## src/rtl/apb2axi_axi_responder.sv

```systemverilog
// rtl/apb2axi_axi_responder.sv - AXI slave responder: word memory, queued INCR reads, single
// outstanding write, per-beat DECERR/injected-error responses.
module apb2axi_axi_responder #(
  parameter int TAG_W         = 4,
  parameter int AXI_ADDR_W    = 32,
  parameter int AXI_DATA_W    = 32,
  parameter int MEM_WORDS     = 64,
  parameter int AR_FIFO_DEPTH = 4
) (
  input  logic                    aclk,
  input  logic                    areset,
  input  logic [TAG_W-1:0]        arid,
  input  logic [AXI_ADDR_W-1:0]   araddr,
  input  logic [7:0]              arlen,
  input  logic                    arvalid,
  output logic                    arready,
  output logic [TAG_W-1:0]        rid,
  output logic [AXI_DATA_W-1:0]   rdata,
  output logic [1:0]              rresp,
  output logic                    rlast,
  output logic                    rvalid,
  input  logic                    rready,
  input  logic [TAG_W-1:0]        awid,
  input  logic [AXI_ADDR_W-1:0]   awaddr,
  input  logic [7:0]              awlen,
  input  logic                    awvalid,
  output logic                    awready,
  input  logic [AXI_DATA_W-1:0]   wdata,
  input  logic [AXI_DATA_W/8-1:0] wstrb,
  input  logic                    wlast,
  input  logic                    wvalid,
  output logic                    wready,
  output logic [TAG_W-1:0]        bid,
  output logic [1:0]              bresp,
  output logic                    bvalid,
  input  logic                    bready,
  input  logic                    err_inj_en,
  input  logic [AXI_ADDR_W-1:0]   err_inj_addr,
  input  logic [1:0]              err_inj_resp
);

  localparam int BYTES    = AXI_DATA_W / 8;
  localparam int BYTE_LSB = $clog2(BYTES);
  localparam int IDX_W    = $clog2(MEM_WORDS);
  localparam int PTR_W    = $clog2(AR_FIFO_DEPTH);
  localparam logic [1:0] RESP_OKAY   = 2'b00;
  localparam logic [1:0] RESP_SLVERR = 2'b10;
  localparam logic [1:0] RESP_DECERR = 2'b11;
  localparam logic [AXI_ADDR_W:0]   MEM_BYTES = (AXI_ADDR_W+1)'(MEM_WORDS * BYTES);
  localparam logic [AXI_ADDR_W-1:0] STRIDE    = AXI_ADDR_W'(BYTES);

  typedef enum logic {R_IDLE, R_BURST} r_state_e;
  typedef enum logic [1:0] {W_IDLE, W_DATA, W_RESP} w_state_e;

  function automatic logic [1:0] beat_resp(input logic [AXI_ADDR_W-1:0] addr,
                                           input logic                  inj_en,
                                           input logic [AXI_ADDR_W-1:0] inj_addr,
                                           input logic [1:0]            inj_resp);
    if ({1'b0, addr} >= MEM_BYTES) return RESP_DECERR;
    if (inj_en && addr == inj_addr) return inj_resp;
    return RESP_OKAY;
  endfunction

  function automatic logic [1:0] worst(input logic [1:0] a, input logic [1:0] b);
    if (a == RESP_DECERR || b == RESP_DECERR) return RESP_DECERR;
    if (a == RESP_SLVERR || b == RESP_SLVERR) return RESP_SLVERR;
    return RESP_OKAY;
  endfunction

  logic [AXI_DATA_W-1:0] mem_q [MEM_WORDS];

  logic [TAG_W-1:0]      fifo_id_q   [AR_FIFO_DEPTH];
  logic [AXI_ADDR_W-1:0] fifo_addr_q [AR_FIFO_DEPTH];
  logic [7:0]            fifo_len_q  [AR_FIFO_DEPTH];
  logic [PTR_W:0]        wr_ptr_q, rd_ptr_q;
  logic                  fifo_empty, fifo_full, ar_push, ar_pop;

  r_state_e              r_state_q, r_state_d;
  logic [AXI_ADDR_W-1:0] r_addr_q, r_addr_d, r_load_addr;
  logic [7:0]            r_rem_q, r_rem_d;
  logic [TAG_W-1:0]      rid_q, rid_d;
  logic [AXI_DATA_W-1:0] rdata_q, rdata_d;
  logic [1:0]            rresp_q, rresp_d;
  logic                  r_load;

  w_state_e              w_state_q, w_state_d;
  logic [AXI_ADDR_W-1:0] w_addr_q, w_addr_d;
  logic [7:0]            w_rem_q, w_rem_d;
  logic [TAG_W-1:0]      bid_q, bid_d;
  logic [1:0]            bresp_q, bresp_d;
  logic [1:0]            w_beat_resp, w_acc;
  logic                  w_exp_last, mem_we;
  logic [IDX_W-1:0]      w_idx;

  // Pointers carry one extra wrap bit so full and empty are distinguishable.
  assign fifo_empty = (wr_ptr_q == rd_ptr_q);
  assign fifo_full  = (wr_ptr_q[PTR_W] != rd_ptr_q[PTR_W]) &&
                      (wr_ptr_q[PTR_W-1:0] == rd_ptr_q[PTR_W-1:0]);
  assign arready    = !fifo_full && !areset;
  assign ar_push    = arvalid && arready;

  always_ff @(posedge aclk) begin
    if (ar_push) begin
      fifo_id_q[wr_ptr_q[PTR_W-1:0]]   <= arid;
      fifo_addr_q[wr_ptr_q[PTR_W-1:0]] <= araddr;
      fifo_len_q[wr_ptr_q[PTR_W-1:0]]  <= arlen;
    end
  end

  always_ff @(posedge aclk) begin
    if (areset) begin
      wr_ptr_q <= '0;
      rd_ptr_q <= '0;
    end else begin
      if (ar_push) wr_ptr_q <= wr_ptr_q + 1'b1;
      if (ar_pop)  rd_ptr_q <= rd_ptr_q + 1'b1;
    end
  end

  // Beat data is sampled from memory when the beat is loaded, so it stays stable under stalls.
  always_comb begin
    r_state_d   = r_state_q;
    r_addr_d    = r_addr_q;
    r_rem_d     = r_rem_q;
    rid_d       = rid_q;
    rdata_d     = rdata_q;
    rresp_d     = rresp_q;
    ar_pop      = 1'b0;
    r_load      = 1'b0;
    r_load_addr = r_addr_q;
    case (r_state_q)
      R_IDLE: begin
        if (!fifo_empty) begin
          ar_pop      = 1'b1;
          r_load      = 1'b1;
          r_load_addr = fifo_addr_q[rd_ptr_q[PTR_W-1:0]];
          r_rem_d     = fifo_len_q[rd_ptr_q[PTR_W-1:0]];
          rid_d       = fifo_id_q[rd_ptr_q[PTR_W-1:0]];
          r_state_d   = R_BURST;
        end
      end
      R_BURST: begin
        if (rready) begin
          if (r_rem_q == 8'd0) begin
            r_state_d = R_IDLE;
          end else begin
            r_load      = 1'b1;
            r_load_addr = r_addr_q + STRIDE;
            r_rem_d     = r_rem_q - 8'd1;
          end
        end
      end
      default: r_state_d = R_IDLE;
    endcase
    if (r_load) begin
      r_addr_d = r_load_addr;
      rresp_d  = beat_resp(r_load_addr, err_inj_en, err_inj_addr, err_inj_resp);
      rdata_d  = (rresp_d == RESP_DECERR) ? '0 : mem_q[r_load_addr[BYTE_LSB +: IDX_W]];
    end
  end

  always_ff @(posedge aclk) begin
    if (areset) begin
      r_state_q <= R_IDLE;
      r_addr_q  <= '0;
      r_rem_q   <= '0;
      rid_q     <= '0;
      rdata_q   <= '0;
      rresp_q   <= '0;
    end else begin
      r_state_q <= r_state_d;
      r_addr_q  <= r_addr_d;
      r_rem_q   <= r_rem_d;
      rid_q     <= rid_d;
      rdata_q   <= rdata_d;
      rresp_q   <= rresp_d;
    end
  end

  assign rvalid = (r_state_q == R_BURST);
  assign rlast  = rvalid && (r_rem_q == 8'd0);
  assign rid    = rid_q;
  assign rdata  = rdata_q;
  assign rresp  = rresp_q;

  always_comb begin
    w_state_d   = w_state_q;
    w_addr_d    = w_addr_q;
    w_rem_d     = w_rem_q;
    bid_d       = bid_q;
    bresp_d     = bresp_q;
    mem_we      = 1'b0;
    w_beat_resp = RESP_OKAY;
    w_exp_last  = 1'b0;
    w_acc       = bresp_q;
    case (w_state_q)
      W_IDLE: begin
        if (awvalid) begin
          bid_d     = awid;
          w_addr_d  = awaddr;
          w_rem_d   = awlen;
          bresp_d   = RESP_OKAY;
          w_state_d = W_DATA;
        end
      end
      W_DATA: begin
        if (wvalid) begin
          w_beat_resp = beat_resp(w_addr_q, err_inj_en, err_inj_addr, err_inj_resp);
          mem_we      = (w_beat_resp == RESP_OKAY);
          w_exp_last  = (w_rem_q == 8'd0);
          w_acc       = worst(bresp_q, w_beat_resp);
          // Early wlast or missing wlast on the expected last beat is a protocol error.
          if (wlast != w_exp_last) w_acc = worst(w_acc, RESP_SLVERR);
          bresp_d = w_acc;
          if (wlast || w_exp_last) begin
            w_state_d = W_RESP;
          end else begin
            w_addr_d = w_addr_q + STRIDE;
            w_rem_d  = w_rem_q - 8'd1;
          end
        end
      end
      W_RESP: begin
        if (bready) w_state_d = W_IDLE;
      end
      default: w_state_d = W_IDLE;
    endcase
  end

  always_ff @(posedge aclk) begin
    if (areset) begin
      w_state_q <= W_IDLE;
      w_addr_q  <= '0;
      w_rem_q   <= '0;
      bid_q     <= '0;
      bresp_q   <= '0;
    end else begin
      w_state_q <= w_state_d;
      w_addr_q  <= w_addr_d;
      w_rem_q   <= w_rem_d;
      bid_q     <= bid_d;
      bresp_q   <= bresp_d;
    end
  end

  assign awready = (w_state_q == W_IDLE) && !areset;
  assign wready  = (w_state_q == W_DATA);
  assign bvalid  = (w_state_q == W_RESP);
  assign bid     = bid_q;
  assign bresp   = bresp_q;
  assign w_idx   = w_addr_q[BYTE_LSB +: IDX_W];

  always_ff @(posedge aclk) begin
    if (areset) begin
      for (int i = 0; i < MEM_WORDS; i++) mem_q[i] <= '0;
    end else if (mem_we) begin
      for (int b = 0; b < BYTES; b++) begin
        if (wstrb[b]) mem_q[w_idx][8*b +: 8] <= wdata[8*b +: 8];
      end
    end
  end

endmodule

```

## config.mk

```make
export PLATFORM = sky130hd
export DESIGN_NAME = apb2axi_axi_responder
export DESIGN_NICKNAME = d
export VERILOG_FILES = /design/src/rtl/apb2axi_axi_responder.sv
export SDC_FILE = /design/constraint.sdc
export NUM_CORES = 2
export LEC_CHECK = 0
export ABC_AREA = 1
export BUFFER_PORTS_ARGS = -buffer_cell sky130_fd_sc_hd__buf_2
export CORE_MARGIN = 4
export CORE_UTILIZATION = 30
export DETAILED_ROUTE_END_ITERATION = 16
export GPL_TIMING_DRIVEN = 0
export SYNTH_ARGS = -nofsm -noshare
export SYNTH_HDL_FRONTEND = slang
export SYNTH_SLANG_ARGS = --single-unit
```

## constraint.sdc

```tcl
create_clock -name aclk -period 3 [get_ports aclk]
set_input_delay 0.15 -clock aclk [delete_from_list [all_inputs] [get_ports aclk]]
set_output_delay 0.15 -clock aclk [all_outputs]
set_load 0.02 [all_outputs]
```

---- Word-level counts from Yosys, hierarchy flattened ----
Memory sizes are Yosys's and may differ from the RTL's. A register that Yosys moved wholly into a read port is not among the register bits.
Index checks and enable logic that the tools add are counted.
storage, ports and cells
  bits in registers ....................... 129
  memory bits (writable) .................. 2224
  bits of input ports ..................... 167
  output and inout port bits .............. 50
  memories kept ........................... 4
cells by class
  add/sub/neg operators ................... 6
  $lt $le $gt $ge ......................... 2
  equal/unequal tests ..................... 22
  multiplexer cells ....................... 109
  bitwise logic cells ..................... 2
  reduce and logical (&&, ||, !) cells .... 24
memories
  name         depth  width  rd ports  clocked after memory_dff  write ports  line  source
  mem_q        64     32     1         0                         64           70    logic [AXI_DATA_W-1:0] mem_q [MEM_WORDS];
  fifo_addr_q  4      32     1         1                         1            73    logic [AXI_ADDR_W-1:0] fifo_addr_q [AR_FIFO_DEPTH];
  fifo_len_q   4      8      1         1                         1            74    logic [7:0] fifo_len_q [AR_FIFO_DEPTH];
  fifo_id_q    4      4      1         1                         1            72    logic [TAG_W-1:0] fifo_id_q [AR_FIFO_DEPTH];
operators by type and width
  cell                                                                number
  two-way mux 32 bit                                                  8
  one-hot mux 32 bit (2 select lines)                                 2
  adder 32 x 3 -> 32 bit, second input constant                       2
  == test 32 bit                                                      2
  greater-or-equal comparator 32 x 9 -> 1 bit, second input constant  2
  two-way mux 2 bit                                                   31
  two-way mux 1 bit                                                   54
  two-way mux 8 bit                                                   6
  one-hot mux 8 bit (2 select lines)                                  2
  OR reduction 32 bit                                                 1
  logical NOT 8 bit                                                   2
  subtractor 8 x 1 -> 8 bit, second input constant                    2
  == test 2 bit, second input constant                                7
  != test 2 bit, second input constant                                6
  AND reduction 4 bit                                                 2
  logical AND 1 bit                                                   7
  adder 3 x 1 -> 3 bit, second input constant                         2
  two-way mux 6 bit                                                   1
  one-hot mux 2 bit (3 select lines)                                  1
  AND reduction 3 bit                                                 2
  logical NOT 2 bit                                                   2
  two-way mux 4 bit                                                   1
  != test 2 x 1 -> 1 bit, second input constant                       2
  one-hot mux 1 bit (2 select lines)                                  2
  10 further kinds                                                    16

---- Depth between registers and ports, before layout ----
  depth in word-level cells ............... 37
  depth in mapped cells ................... 25
  depth with buffers taken out ............ 23

---- Worst setup path after synthesis ----
No wires, ideal clock.
  path kind ............................... register to register
  start point ............................. register rd_ptr_q[0]
  end point ............................... memory fifo_addr_q[3][0], enable pin
  setup time .............................. 449 ps
  arrival ................................. 3036 ps
  setup slack ............................. -485 ps
  stages on the path, launching flop included .. 10
  cells stage by stage .................... dfxtp_1 > buf_6 > inv_2 > nand2_1 > nand2_2 > nand2_1 > o21ai_0 > inv_1 > nand2_1 > nor2_1
between the ends
  longest elaborated chain between the ends .. 7
ends and longest elaborated chain
  element                                  line  source
  start, declared                          75    logic [PTR_W:0] wr_ptr_q, rd_ptr_q;
  start signal, assigned                   116   if (ar_pop) rd_ptr_q <= rd_ptr_q + 1'b1;
  == test 2 bit                            98    (wr_ptr_q[PTR_W-1:0] == rd_ptr_q[PTR_W-1:0]);
  logical AND 1 bit                        97    assign fifo_full = (wr_ptr_q[PTR_W] != rd_ptr_q[PTR_W]) &&
  logical NOT 1 bit                        99    assign arready = !fifo_full && !areset;
  logical AND 1 bit                        99
  net arready                              16    output logic arready,
  logical AND 1 bit                        100   assign ar_push = arvalid && arready;
  two-way mux 1 bit                        103   if (ar_push) begin
  two-way mux 1 bit (implied by the code)  105   fifo_addr_q[wr_ptr_q[PTR_W-1:0]] <= araddr;
  end, declared                            73
The timed path passes the listed nets, and every way through them passes these cells.

==> flow_summary.json <==
{
  "netlist_area_mm2": 0.108,
  "place_congestion": 1.07,
  "tightestPinTransition_ps": 1710,
  "ys_warn_count": 0,
  "cp.depth": 5,
  "dieArea_mm2": 0.371,
  "p_switching_w": 0.0805,
  "worstSkewPairLatency_ps": 990,
  "syn_inst": 11400,
  "crit_buf_inv": 1,
  "die_h_um": 609,
  "crit_type": "register to register",
  "hold_viol": 0,
  "p_clk_share_pct": 19.4,
  "antenna_found_initial": 59,
  "setup_viol": 3203,
  "cp-start-kind": "register",
  "yosys.cell_types.count": 55,
  "grt_max_degree": 28,
  "n_fill_cell": 35400,
  "cpLargestDelayFamily": "simple AND/OR/NAND/NOR gates",
  "cp.required_ps": 3610,
  "period_needed_ps": 3620,
  "fin_skew_ps": 156,
  "m1WireLength_um": 179000,
  "yosys_register_bits": 2359,
  "arrival_ps": 4240,
  "multi_input_area_mm2": 0.0417,
  "dpl_cell_area_mm2": 0.116,
  "cp-end-kind": "register",
  "synth_fp_nets": 11600,
  "fmax_mhz": 276,
  "failed_checks": "capacitance limit, slew limit, setup timing",
  "cts_made_buffers": 246,
  "route.met3.wl_um": 76100,
  "drtIter0Drc": 16600,
  "cts_buffer_depth": 4,
  "drive_gt1_share_pct": 18.2,
  "clk_pin_slew_ps": 70,
  "vias": 96100,
  "min_path_type": "input port to register",
  "io-pin-count": 217,
  "rsz0062_at_grt": "true",
  "ys.flop_type": "edfxtp_1",
  "port_buffers": 215,
  "slowest_stage": "nor2_2",
  "synthArstFlopShare_pct": 0,
  "floorplan.initialDensity_pct": 30.2,
  "route.detailed.drc": 0,
  "max_slew_margin_pct": -13.8,
  "layout_commonest_cell": "nand2_1",
  "overflow": 0,
  "syn_avg_cell_area_um2": 9.50,
  "grt_usage_pct": 26.1,
  "area_delta_synth_final_pct": 27.0,
  "htreeDepth": 4,
  "avgRoutedWirePerCell_um": 29.6,
  "drtPass1Iterations": 8,
  "layout_setup_ws_ps": -622,
  "grt_pass1_vias": 87300,
  "final_cell_mix": "nand2_1, nor2_1, edfxtp_1",
  "final_cell_area_mm2": 0.138,
  "core.rowCount": 220,
  "sw_frac_of_total_pct": 50.4,
  "highest-signal-layer": "met5",
  "critPathMaxFanout": 9,
  "clock_sinks": 2359,
  "synth_edf_count": 2224,
  "leakagePower_nw": 51.6,
  "drv_slew": 176,
  "via_per_inst": 5.58,
  "grt_pass1_wl_um": 683000,
  "hold_slack_ps": 16.0,
  "die_w_um": 609,
  "combPwrFrac_pct": 56.7,
  "pwr-share-seq_pct": 23.8,
  "power_density_mw_per_mm2": 1160,
  "r2r_cells": 5,
  "path_cells": "inv_2, nand3_1, nor2_2, nand3_2, nand2_2",
  "drt-total-wl_um": 509000,
  "met2_length_um": 213000,
  "design.core.area_mm2": 0.359,
  "hpwl_um": 370000,
  "slowest_delay_ps": 940,
  "ant_nets": 0,
  "nets": 12400,
  "fin_util_pct": 38.3,
  "vdd_drop_max_mv": 1.37,
  "layout.area.seq_mm2": 0.0695,
  "fin_crit_sh_pct": 121,
  "p_int_w": 0.0793,
  "seq_area_frac_synth_pct": 64.1,
  "cts_tree": "yes",
  "holdPathStages": 6,
  "maxCapViolations": 19,
  "cts_root_buf": "clkbuf_16",
  "status": "complete, but fails checks"
}
## registers in the layout (all words and copies together) (netlist names), named ones only
register / flops
fifo_addr_q: 128
rdata: 32
rd_ptr_q: 3
bresp: 2
r_rem_q: 8
fifo_len_q: 32
w_rem_q: 8
rresp: 2
bid: 4
rvalid: 1
w_addr_q: 32
r_addr_q: 32
fifo_id_q: 16
mem_q: 2048
rid: 4
wr_ptr_q: 3
w_state_q: 2
## power groups by stage
stage                     clock network [W]  logic [W]  registers (W)
after floorplan                           0     0.0339         0.0385
after global placement                    0     0.0695         0.0387
after detailed placement                  0     0.0698         0.0387
after CTS                            0.0307     0.0814         0.0380
after global routing                 0.0320     0.0906         0.0382
final                                0.0310     0.0907         0.0381
## worst register-to-register path: stages, from the launching register on
cell and delay (ps):
dfxtp_4 400, inv_2 180, nand3_1 930, nor2_2 960, nand3_2 420, nand2_2 390
## path summary, 6_finish.rpt
check | start | to | slack (ps)
max | w_addr_q[2] | mem_q[54][30] | -620
min | wstrb[3] | mem_q[62][25] | 20
max reg2reg | w_addr_q[2] | mem_q[54][30] | -620
min reg2reg | rdata[8] | rdata[8] | 470
## stage by stage
stage / instances / TNS, ps / setup WS [ps] / power [W]
2_1_floorplan: 11400 / -57710 / -437 / 0.0724
3_3_place_gp: 16400 / -7048840 / -3280 / 0.108
3_5_place_dp: 16400 / -6653410 / -2910 / 0.109
4_1_cts: 17100 / -1029840 / -489 / 0.150
5_1_grt: 17200 / -779890 / -482 / 0.161
6_report: 17200 / -623300 / -622 / 0.160
## logic make-up (layout without fill, tap and decap cells)
kind of cell | Yosys count | after routing | share of synthesized area [%]
DFF | 2359 | 2359 | 64.1
xor gates and xnor gates | 37 | 37 | 0.299
and+or+nand+nor | 7578 | 7581 | 29.4
AOI/OAI and AO/OA | 354 | 354 | 1.90
other | 0 | 24 | 0
adders and majority gates | 12 | 12 | 0.139
buffers and inverters | 1072 | 2074 | 4.16
## timing repair
action	CTS	global route
setup buffers	43	83
resized for setup	1977	662
pin swaps	49	98
cloned	3	10
hold buffers	194	1
endpoints found under the setup margin	4175	4195
endpoints found under the hold margin	363	4
## synthesized netlist by cell type, types with 3 or more instances
| cell | number | area share [%] |
|---|---|---|
| nor2_1 | 2402 | 8.3 |
| a31oi_1 | 14 | 0.081 |
| nand3_2 | 33 | 0.30 |
| nor3_1 | 13 | 0.060 |
| clkbuf_1 | 426 | 1.5 |
| inv_2 | 44 | 0.15 |
| o21ai_1 | 4 | 0.018 |
| nand3_1 | 2334 | 11 |
| nor4_1 | 11 | 0.063 |
| nand2_2 | 19 | 0.11 |
| inv_1 | 194 | 0.67 |
| nand3b_1 | 6 | 0.042 |
| a21oi_1 | 94 | 0.43 |
| nor2_2 | 3 | 0.017 |
| clkinv_1 | 31 | 0.11 |
| buf_4 | 15 | 0.10 |
| o211ai_1 | 12 | 0.083 |
| a221oi_1 | 4 | 0.032 |
| buf_2 | 289 | 1.3 |
| buf_6 | 8 | 0.083 |
| xnor2_1 | 6 | 0.048 |
| o31ai_1 | 3 | 0.021 |
| o22ai_1 | 28 | 0.16 |
| o21ai_0 | 147 | 0.68 |
| o21bai_1 | 5 | 0.035 |
| xor2_1 | 31 | 0.25 |
| a22oi_2 | 5 | 0.058 |
| buf_1 | 64 | 0.22 |
| a211oi_1 | 7 | 0.048 |
| a22oi_1 | 9 | 0.062 |
| dfxtp_1 | 135 | 2.5 |
| a21oi_2 | 10 | 0.081 |
| nand4_1 | 31 | 0.18 |
| ha_1 | 12 | 0.14 |
| nor2_4 | 4 | 0.042 |
| edfxtp_1 | 2224 | 62 |
| nand2_1 | 2710 | 9.4 |
## per-layer routing
layer / vias up / global-route usage, %
li1: 40600 / -
met1: 46200 / 32.8
met2: 7594 / 38.1
met3: 1690 / 8.98
met4: 34 / 16.4
met5: - / 0.116
## layout make-up
class,count,share of cell area (%)
plain buffers,801,4.86
clock inverters,134,0.918
inverters,270,0.784
multi-input cells,7984,30.3
flip-flops and latches,2359,50.5
clock buffers,309,4.73
repair buffers,559,3.50
repair inverters,1,0.00636
diodes,24,0.0436
well taps,4773,4.34
No activity file was read; power rests on OpenSTA's default activity.
